**src/rtl/akiko_pkg.sv**
```systemverilog
// Shared definitions for the Akiko chunky-to-planar block: register
// offsets (word address bits [7:1]), the batch phase type and a sizing helper.
package akiko_pkg;

  localparam logic [6:0] AKIKO_ID_OFS   = 7'h01;
  localparam logic [6:0] AKIKO_C2P_OFS  = 7'h1C;
  localparam logic [6:0] AKIKO_STAT_OFS = 7'h1E;

  typedef enum logic {
    LOAD,
    DRAIN
  } phase_e;

  // Smallest r with 2**r >= n; used to size pointers and bit indices.
  function automatic int clog2(input int n);
    int r;
    r = 0;
    while ((1 << r) < n) r = r + 1;
    return r;
  endfunction

endpackage

```
**src/rtl/akiko_c2p_transpose.sv**
```systemverilog
// Combinational planar extractor: picks one bit-plane out of a segment of
// DW consecutive chunky pixels held in the batch buffer.
module akiko_c2p_transpose
  import akiko_pkg::*;
#(
  parameter int DW     = 16,
  parameter int PLANES = 8,
  parameter int PIXELS = 32,
  parameter int IW     = 5
) (
  input  logic [PIXELS*PLANES-1:0] buffer,
  input  logic [IW-1:0]            plane,
  input  logic [IW-1:0]            segment,
  output logic [DW-1:0]            word
);

  localparam int PPW = DW / PLANES;
  localparam int BW  = clog2(PIXELS * PLANES);

  logic [BW-1:0] bit_idx;

  // Buffer word k holds pixels k*PPW.. MSB-first; output bit DW-1-i is the
  // selected plane bit of pixel segment*DW+i.
  always_comb begin
    word    = '0;
    bit_idx = '0;
    for (int i = 0; i < DW; i++) begin
      bit_idx = BW'(((int'(segment) * DW + i) / PPW) * DW + DW
                    - (((int'(segment) * DW + i) % PPW) + 1) * PLANES
                    + int'(plane));
      word[DW-1-i] = buffer[bit_idx];
    end
  end

endmodule

```
**src/rtl/akiko_c2p_gen.sv**
```systemverilog
// Akiko chunky-to-planar converter: CPU writes a batch of chunky pixel words
// to the C2P register, then reads the same batch back as planar words.
// Also provides an ID register and a status/control register.
module akiko_c2p_gen
  import akiko_pkg::*;
#(
  parameter int          DW       = 16,
  parameter int          PLANES   = 8,
  parameter int          PIXELS   = 32,
  parameter logic [15:0] ID_VALUE = 16'hCAFE
) (
  input  logic          clk,
  input  logic          reset,
  input  logic [23:1]   address_in,
  input  logic [DW-1:0] data_in,
  output logic [DW-1:0] data_out,
  input  logic          rd,
  input  logic          sel_akiko,
  input  logic          strobe,
  output logic          overflow
);

  localparam int WORDS = PIXELS * PLANES / DW;
  localparam int RPP   = PIXELS / DW;
  localparam int PW    = clog2(WORDS + 1);
  localparam int SW    = 2 * PW + 2;
  localparam int BITS  = PIXELS * PLANES;

  logic [6:0]      ofs;
  logic            access;
  logic            full;
  logic            addr_unused;

  phase_e          phase_q, phase_d;
  logic [PW-1:0]   wr_ptr_q, wr_ptr_d;
  logic [PW-1:0]   rd_ptr_q, rd_ptr_d;
  logic            overflow_q, overflow_d;
  logic [BITS-1:0] buf_q;
  logic            wr_en;
  logic [PW-1:0]   wr_slot;

  logic [PW-1:0]   plane_idx;
  logic [PW-1:0]   seg_idx;
  logic [DW-1:0]   planar_word;
  logic [SW-1:0]   status_word;

  assign ofs         = address_in[7:1];
  assign addr_unused = ^address_in[23:8];
  assign access      = sel_akiko && strobe;
  assign full        = (wr_ptr_q == PW'(WORDS));
  assign overflow    = overflow_q;
  assign plane_idx   = rd_ptr_q / PW'(RPP);
  assign seg_idx     = rd_ptr_q % PW'(RPP);
  assign status_word = {overflow_q, full, wr_ptr_q, rd_ptr_q};

  akiko_c2p_transpose #(
    .DW     (DW),
    .PLANES (PLANES),
    .PIXELS (PIXELS),
    .IW     (PW)
  ) u_transpose (
    .buffer  (buf_q),
    .plane   (plane_idx),
    .segment (seg_idx),
    .word    (planar_word)
  );

  // Next-state logic for phase, pointers, overflow and the buffer write port.
  always_comb begin
    phase_d    = phase_q;
    wr_ptr_d   = wr_ptr_q;
    rd_ptr_d   = rd_ptr_q;
    overflow_d = overflow_q;
    wr_en      = 1'b0;
    wr_slot    = wr_ptr_q;
    if (access) begin
      if (ofs == AKIKO_C2P_OFS) begin
        if (rd) begin
          phase_d  = DRAIN;
          rd_ptr_d = (rd_ptr_q == PW'(WORDS - 1)) ? '0 : rd_ptr_q + PW'(1);
        end else if (phase_q == DRAIN) begin
          phase_d  = LOAD;
          rd_ptr_d = '0;
          wr_en    = 1'b1;
          wr_slot  = '0;
          wr_ptr_d = PW'(1);
        end else if (full) begin
          overflow_d = 1'b1;
        end else begin
          wr_en    = 1'b1;
          wr_ptr_d = wr_ptr_q + PW'(1);
        end
      end else if (ofs == AKIKO_STAT_OFS && !rd && data_in[0]) begin
        wr_ptr_d   = '0;
        rd_ptr_d   = '0;
        overflow_d = 1'b0;
      end
    end
  end

  // State and batch buffer registers; reset clears everything including data.
  always_ff @(posedge clk or posedge reset) begin
    if (reset) begin
      phase_q    <= LOAD;
      wr_ptr_q   <= '0;
      rd_ptr_q   <= '0;
      overflow_q <= 1'b0;
      buf_q      <= '0;
    end else begin
      phase_q    <= phase_d;
      wr_ptr_q   <= wr_ptr_d;
      rd_ptr_q   <= rd_ptr_d;
      overflow_q <= overflow_d;
      if (wr_en) begin
        for (int k = 0; k < WORDS; k++) begin
          if (wr_slot == PW'(k)) buf_q[k*DW +: DW] <= data_in;
        end
      end
    end
  end

  // Zero-latency read mux; drives zero unless selected and reading.
  always_comb begin
    data_out = '0;
    if (sel_akiko && rd) begin
      case (ofs)
        AKIKO_ID_OFS:   data_out[15:0]   = ID_VALUE;
        AKIKO_C2P_OFS:  data_out         = planar_word;
        AKIKO_STAT_OFS: data_out[SW-1:0] = status_word;
        default:        data_out         = '0;
      endcase
    end
  end

endmodule

```
**config.mk**
```make
export PLATFORM = sky130hd
export DESIGN_NAME = akiko_c2p_gen
export DESIGN_NICKNAME = d
export VERILOG_FILES = /design/src/rtl/akiko_pkg.sv /design/src/rtl/akiko_c2p_transpose.sv /design/src/rtl/akiko_c2p_gen.sv
export SDC_FILE = /design/constraint.sdc
export NUM_CORES = 1
export LEC_CHECK = 0
export CORE_ASPECT_RATIO = 0.7
export CORE_MARGIN = 4
export CORE_UTILIZATION = 62
export CTS_BUF_LIST = sky130_fd_sc_hd__clkbuf_16
export DETAILED_ROUTE_END_ITERATION = 7
export PLACE_DENSITY = 0.81
export SYNTH_ARGS = -nofsm -noshare
export SYNTH_HDL_FRONTEND = slang
export SYNTH_SLANG_ARGS = --single-unit
```
**constraint.sdc**
```tcl
create_clock -name clk -period 12 [get_ports clk]
set_input_delay 2.4 -clock clk [delete_from_list [all_inputs] [get_ports clk]]
set_output_delay 2.4 -clock clk [all_outputs]
set_load 0.005 [all_outputs]
```
==> impl_metrics.csv, run 1 <==
group,metric,value,unit
outcome,outcome,"complete, no violations",
die,start_util,0.6311,
yosys,synth_cell_types,70,
yosys,syn_inst,1186,
pwr,p_seq_frac,0.498,
timing,worst_pin_slew,1.279,ns
worst_setup_path,crit_slowest_cell,"ha_2",
finish,synthToLayoutAreaGrowth,8.005,%
timing,drv_slew,0,
pwr,p_leak,7.845,nW
clocking,cts.path.max_buffers,3,
place,placement.io_buffers,44,
die,fp.coreArea,24740,sq um
worst_setup_path,crit_family,"buffers and inverters",
finish,layout_commonest_cell,"dfrtp_1",
pwr,comb_power_share,0.078,
clocking,clock_latency,0.57,ns
yosys,ys.flop_type,"dfrtp_1",
yosys,syn_avg_cell_area,13.17,sq um
grt,gr-total-overflow,0,
die,die-height,140.8,microns
clocking,cts.clk_slew.worst_paths,0.06,ns
hold_path,min-delay-path-class,"flip-flop to flip-flop",
timing,hold_violations,0,
yosys,ys_seq_elements,268,
yosys,syn_area,15610,sq um
timing,tns,0,ns
timing,fin_crit,8.750,ns
timing,holdWs,0.4896,ns
grt,antenna_found_initial,1,
die,dieArea,27830,sq um
pwr,netSwitchingFraction,0.2545,
yosys,yosys.area.top_type,"dfrtp_1",
clocking,cts_hold_buf,0,
yosys,synth_area_leaders,"dfrtp_1 43%, mux4_2 14%, mux2_1 12%",
worst_setup_path,cpPeakStageDelay,1.08,ns
pwr,net-switching-power,0.4659,mW
clocking,cts_resized,0,
yosys,yosys_warnings,0,
clocking,clockRootBuffer,"clkbuf_16",
timing,slew_headroom,0.1450,
grt,grt_max_degree,125,
detailed_routing,drc,0,
timing,rsz0062_at_grt,"false",
detailed_routing,drt_iter0_drc,1421,
clocking,cts_tree,"built",
place,place_congestion,0.9601,
worst_setup_path,crit_type,"flip-flop to output port",
worst_setup_path,timing.critical_path.cells,"buf_4, clkinv_1, ha_2, buf_4, nor3_1, nor4_1, nand2_1, o2bb2ai_1, a311oi_1, o31ai_1, clkdlybuf4s50_1",
grt,grt_pass1_vias,10833,
place,hpwl,27080,microns
finish,n_antenna_cell,0,
worst_setup_path,path_buf_inv,4,
timing,fin_crit_sh,0.7292,
clocking,cts_htree_levels,1,
pwr,p_clk_frac,0.424,
pwr,power.total,1.831,mW
detailed_routing,wl_per_cell,28.10,microns
place,place_area,16080,sq um
pwr,max-vdd-ir-drop,0.1546,mV
timing,finalSetupViolCount,0,
clocking,clkSinkCount,268,
yosys,yosysSeqAreaShare,0.4295,
finish,nNetsFinal,1228,
detailed_routing,drt-pass1-iter-count,8,
detailed_routing,final_antenna_net_count,0,
worst_setup_path,cp_max_fo,42,
detailed_routing,vias,10854,
timing,skew,0.01030,ns
detailed_routing,wl,42570,microns
worst_setup_path,crit_top_cell,"buf_4",
die,die_w,197.7,microns
die,ios,61,
grt,grt_pass1_wl,66050,microns
finish,drive_gt1_frac,0.2370,
pwr,power_density,108.5,nW/um^2
worst_setup_path,critPathCaptureType,"output port",
grt,grtUsageTotal,0.3099,
yosys,yosysTopAreaCellShare,0.4295,
timing,max_freq,0.1143,GHz
worst_setup_path,crit_arrival,6.35,ns
finish,final_design_area_no_fill,16860,sq um
detailed_routing,vias_per_cell,7.164,
clocking,cts_buffers,26,
yosys,syn_nets,1242,
run,max-cap-violations,0,
yosys,synth_edf_count,0,
yosys,async_reset_ff_frac,1.000,
pwr,p_int,1.365,mW
worst_setup_path,start_kind,"flip-flop",
worst_setup_path,required,9.60,ns
clocking,postCtsSetupBuffers,0,
die,rows,48,
finish,final_cell_mix,"266 x dfrtp_1, 166 x mux2_1, 119 x mux2_2",
-- through the flow --
step | utilization | std cells | setup slack, ns
after floorplan | - | 1186 | 2.218
after global placement | 0.6497 | 1469 | 4.094
after detailed placement | 0.6497 | 1469 | 4.015
after CTS | 0.6816 | 1515 | 3.427
after global routing | 0.6816 | 1515 | 3.004
final | 0.6816 | 1515 | 3.250
-- layer usage --
| layer | global-route usage | up-vias | part of all wire |
|---|---|---|---|
| li1 | - | 4518 | - |
| met1 | 0.4758 | 5635 | 0.43 |
| met2 | 0.4422 | 616 | 0.43 |
| met3 | 0.09173 | 85 | 0.12 |
| met4 | 0.07026 | 0 | 0.025 |
| met5 | 0 | - | 0 |
-- final cells by class --
class                   instances  area (sq um)
clock buffers                  26         650.6
clock inverters                20         138.9
fillers                      1750          7879
inverters                      11         48.80
multi-input cells             807          8363
flip-flops and latches        268          6711
well taps                     325         406.6
repair buffers                 58         545.5
-- flip-flops by register name (all words and copies together), names as in the netlist --
| signal | cells |
|---|---|
| buf_q | 256 |
| rd_ptr_q | 5 |
| wr_ptr_q | 5 |
| overflow | 1 |
| phase_q | 1 |
-- worst paths after layout --
path | startpoint | endpoint | slack [ns] | cells past startpoint
max in group asynchronous | reset | rd_ptr_q[1] | 8.03 | 3
max | rd_ptr_q[3] | data_out[0] | 3.25 | 11
min | buf_q[26] | buf_q[26] | 0.49 | 1
min in group asynchronous | reset | buf_q[246] | 2.41 | 2
max reg2reg | wr_ptr_q[2] | wr_ptr_q[4] | 9.35 | 6
min reg2reg | buf_q[26] | buf_q[26] | 0.49 | 1
-- worst reg2reg max path, stage by stage (launching register included) --
cell and delay [ns]:
dfrtp_1 0.54, nor2_1 0.45, nand3_1 0.24, o311ai_1 0.90, nor3_1 0.11, a21oi_1 0.18, o31ai_1 0.09
-- power groups by stage --
stage          clock (mW)  combinational (mW)  sequential [mW]
2_1_floorplan           0              0.0887            0.924
3_3_place_gp            0               0.137            0.928
3_5_place_dp            0               0.139            0.928
5_1_grt             0.821               0.151            0.911
6_report            0.777               0.142            0.912
4_1_cts             0.788               0.139            0.911
-- cell usage after synthesis (all sizes together), types with 3 or more instances --
cell,instances
mux2,285
dfrtp,268
mux4,100
mux2i,77
nand2,59
buf,55
clkbuf,45
nor2,39
a21oi,22
o21ai,22
a22oi,21
nand3,16
nor3,15
and2,11
ha,11
inv,9
nor2b,9
a31oi,8
o31ai,8
a221oi,7
o22ai,7
nand2b,6
a211oi,5
a311oi,5
and3,5
nor4,5
o221ai,5
or2,5
or4,5
a2111oi,4
a22o,4
nand4,3
o211ai,3
o311ai,3
or3,3
-- cell families (layout without fill, tap and decap cells) --
kind of cell / count (synthesis) / in the layout / synth area share
buf+inv: 111 / 115 / 0.03526
xor+xnor: 1 / 1 / 0.0005610
fa+ha+maj: 12 / 12 / 0.01010
flops: 268 / 268 / 0.4295
mux: 462 / 462 / 0.3991
simple gates: 189 / 189 / 0.06074
other cells: 1 / 1 / 0.0002402
compound gates: 142 / 142 / 0.06450
No activity file was read; power rests on OpenSTA's default activity.
==> inputs of run 2 (changes only) <==
--- a/config.mk
+++ b/config.mk
@@ -7,10 +7,10 @@
 export LEC_CHECK = 0
 export CORE_ASPECT_RATIO = 0.7
 export CORE_MARGIN = 4
-export CORE_UTILIZATION = 62
+export CORE_UTILIZATION = 56
 export CTS_BUF_LIST = sky130_fd_sc_hd__clkbuf_16
 export DETAILED_ROUTE_END_ITERATION = 7
-export PLACE_DENSITY = 0.81
+export PLACE_DENSITY = 0.77
 export SYNTH_ARGS = -nofsm -noshare
 export SYNTH_HDL_FRONTEND = slang
 export SYNTH_SLANG_ARGS = --single-unit
==> constraint.sdc (replaced) <==
create_clock -name clk -period 7.7 [get_ports clk]
set_input_delay 1.54 -clock clk [delete_from_list [all_inputs] [get_ports clk]]
set_output_delay 1.54 -clock clk [all_outputs]
set_load 0.005 [all_outputs]
==> impl_metrics.csv, run 2 (same netlist as run 1, synthesis figures left out) <==
group,metric,value,unit
pwr,p_leak,7.912,nW
detailed_routing,met1_length,18590,microns
worst_setup_path,critPathCaptureType,"output port",
die,start_util,0.5764,
clocking,cts_tree,"built",
finish,largest_register_ffs,256,
timing,finalSetupViolCount,0,
die,fp.coreArea,27090,sq um
detailed_routing,highest_layer,"met4",
grt,grt_pass1_vias,10779,
clocking,clockRootBuffer,"clkbuf_16",
finish,layout_commonest_cell,"dfrtp_1",
finish,layout.cells.non_filler,1560,
worst_setup_path,cpPeakStageDelay,1.24,ns
die,die-height,147.7,microns
timing,max_freq,0.1433,GHz
finish,synthToLayoutAreaGrowth,9.343,%
timing,slew_headroom,0.1448,
grt,grt_max_degree,149,
clocking,clkSinkCount,268,
worst_setup_path,timing.critical_path.cells,"clkinv_1, ha_2, buf_4, nor3_1, nor4_1, nand2_1, o2bb2ai_1, a311oi_1, o31ai_1, clkdlybuf4s50_1",
detailed_routing,wl_per_cell,27.58,microns
timing,fin_crit,6.979,ns
finish,n_antenna_cell,0,
detailed_routing,vias_per_cell,6.927,
worst_setup_path,crit_type,"flip-flop to output port",
place,hpwl,27440,microns
finish,largestRegisters,"buf_q: 256 flops, rd_ptr_q: 5 flops, wr_ptr_q: 5 flops",
place,dp_slack,1.368,ns
timing,worst_pin_slew,1.279,ns
timing,rsz0062_at_grt,"false",
pwr,power_density,176.3,nW/um^2
worst_setup_path,crit_slowest_cell,"ha_2",
worst_setup_path,required,6.16,ns
detailed_routing,wl_met3,4839,microns
grt,grt_pass1_wl,66470,microns
clocking,cts.clk_slew.worst_paths,0.06,ns
run,max-cap-violations,0,
grt,gr-total-overflow,0,
timing,finalWorstSetupSlack,0.7212,ns
detailed_routing,wl_met2,18150,microns
die,die_w,207.6,microns
timing,hold_violations,0,
detailed_routing,drt_iter0_drc,1342,
worst_setup_path,path_buf_inv,3,
die,rows,50,
die,ios,61,
timing,holdWs,0.4900,ns
place,place_congestion,0.9626,
worst_setup_path,cp_max_fo,37,
timing,skew,0.01352,ns
detailed_routing,wl,43030,microns
clocking,cts.path.max_buffers,3,
clocking,clock_latency,0.57,ns
clocking,cts_htree_levels,1,
finish,nNetsFinal,1234,
worst_setup_path,crit_family,"buffers and inverters",
clocking,cts_resized,0,
finish,drive_gt1_frac,0.2408,
finish,regMostFlops,"buf_q",
pwr,max-vdd-ir-drop,0.1841,mV
worst_setup_path,start_kind,"flip-flop",
worst_setup_path,crit_arrival,5.44,ns
timing,fin_crit_sh,0.9063,
detailed_routing,final_antenna_net_count,0,
timing,drv_slew,0,
outcome,outcome,"complete, no violations",
pwr,power.total,3.010,mW
grt,antenna_found_initial,1,
finish,final_cell_mix,"266 x dfrtp_1, 166 x mux2_1, 119 x mux2_2",
clocking,cts_buffers,27,
place,placement.io_buffers,44,
grt,grtUsageTotal,0.2796,
timing,tns,0,ns
place,dp_cells,1513,
hold_path,min-delay-path-class,"flip-flop to flip-flop",
clocking,cts_hold_buf,0,
detailed_routing,vias,10806,
detailed_routing,drt-pass1-iter-count,5,
detailed_routing,drc,0,
finish,nFillCells,2062,
die,dieArea,30660,sq um
clocking,postCtsSetupBuffers,0,
[run 2: changes by cell type in the layout (fill, tap and decap cells not counted)]
cell,change
clkinv_2,-3
nor2b_2,-1
bufinv_16,+4
inv_6,+1
clkinv_1,+2
buf_4,+3
ha_2,+1
buf_12,+2
clkinv_16,-1
inv_8,-1
clkbuf_16,+1
nor2b_1,+1
inv_1,-2
ha_1,-1
[run 2: report_power, final]
part | total [mW] | switching [mW] | internal [mW]
clock network | 1.36 | 0.567 | 0.798
logic | 0.228 | 0.158 | 0.0697
registers | 1.42 | 0.00642 | 1.41
total | 3.01 | 0.731 | 2.28
[run 2: final cells by class]
| class | count | area [sq um] | share of cell area |
|---|---|---|---|
| tap | 364 | 455.4 | 0.02667 |
| sequential | 268 | 6711 | 0.3931 |
| clock buffer | 27 | 675.6 | 0.03957 |
| inverter | 11 | 45.04 | 0.002638 |
| clock inverter | 20 | 215.2 | 0.01260 |
| timing repair buffer | 63 | 608.1 | 0.03561 |
| multi-input combinational | 807 | 8363 | 0.4898 |
[run 2: worst reg2reg max path: stages, from the launching register on]
cell and delay (ns):
dfrtp_1 0.57, nor2_1 0.22, nand3_1 0.18, nor3_2 0.32, and3b_1 0.81, mux2_1 0.41
[run 2: per-layer routing]
layer	up-vias	track usage
li1	4532	-
met1	5605	0.4189
met2	573	0.3962
met3	96	0.08634
met4	0	0.08160
met5	-	0
[run 2: stage by stage]
| stage | instance area, sq um | util |
|---|---|---|
| final | 17070 | 0.6303 |
| after global routing | 17070 | 0.6303 |
| after CTS | 17070 | 0.6303 |
| after detailed placement | 16180 | 0.5974 |
| after global placement | 16180 | 0.5974 |
| after floorplan | 15620 | - |
[run 2: final timing paths]
kind | startpoint | slack (ns) | endpoint | cells after the start
max | rd_ptr_q[3] | 0.72 | data_out[0] | 10
min in group asynchronous | reset | 1.42 | buf_q[240] | 2
max in group asynchronous | reset | 5.05 | rd_ptr_q[1] | 3
min reg2reg | buf_q[30] | 0.49 | buf_q[30] | 1
min | buf_q[30] | 0.49 | buf_q[30] | 1
max reg2reg | phase_q | 5.06 | buf_q[89] | 5
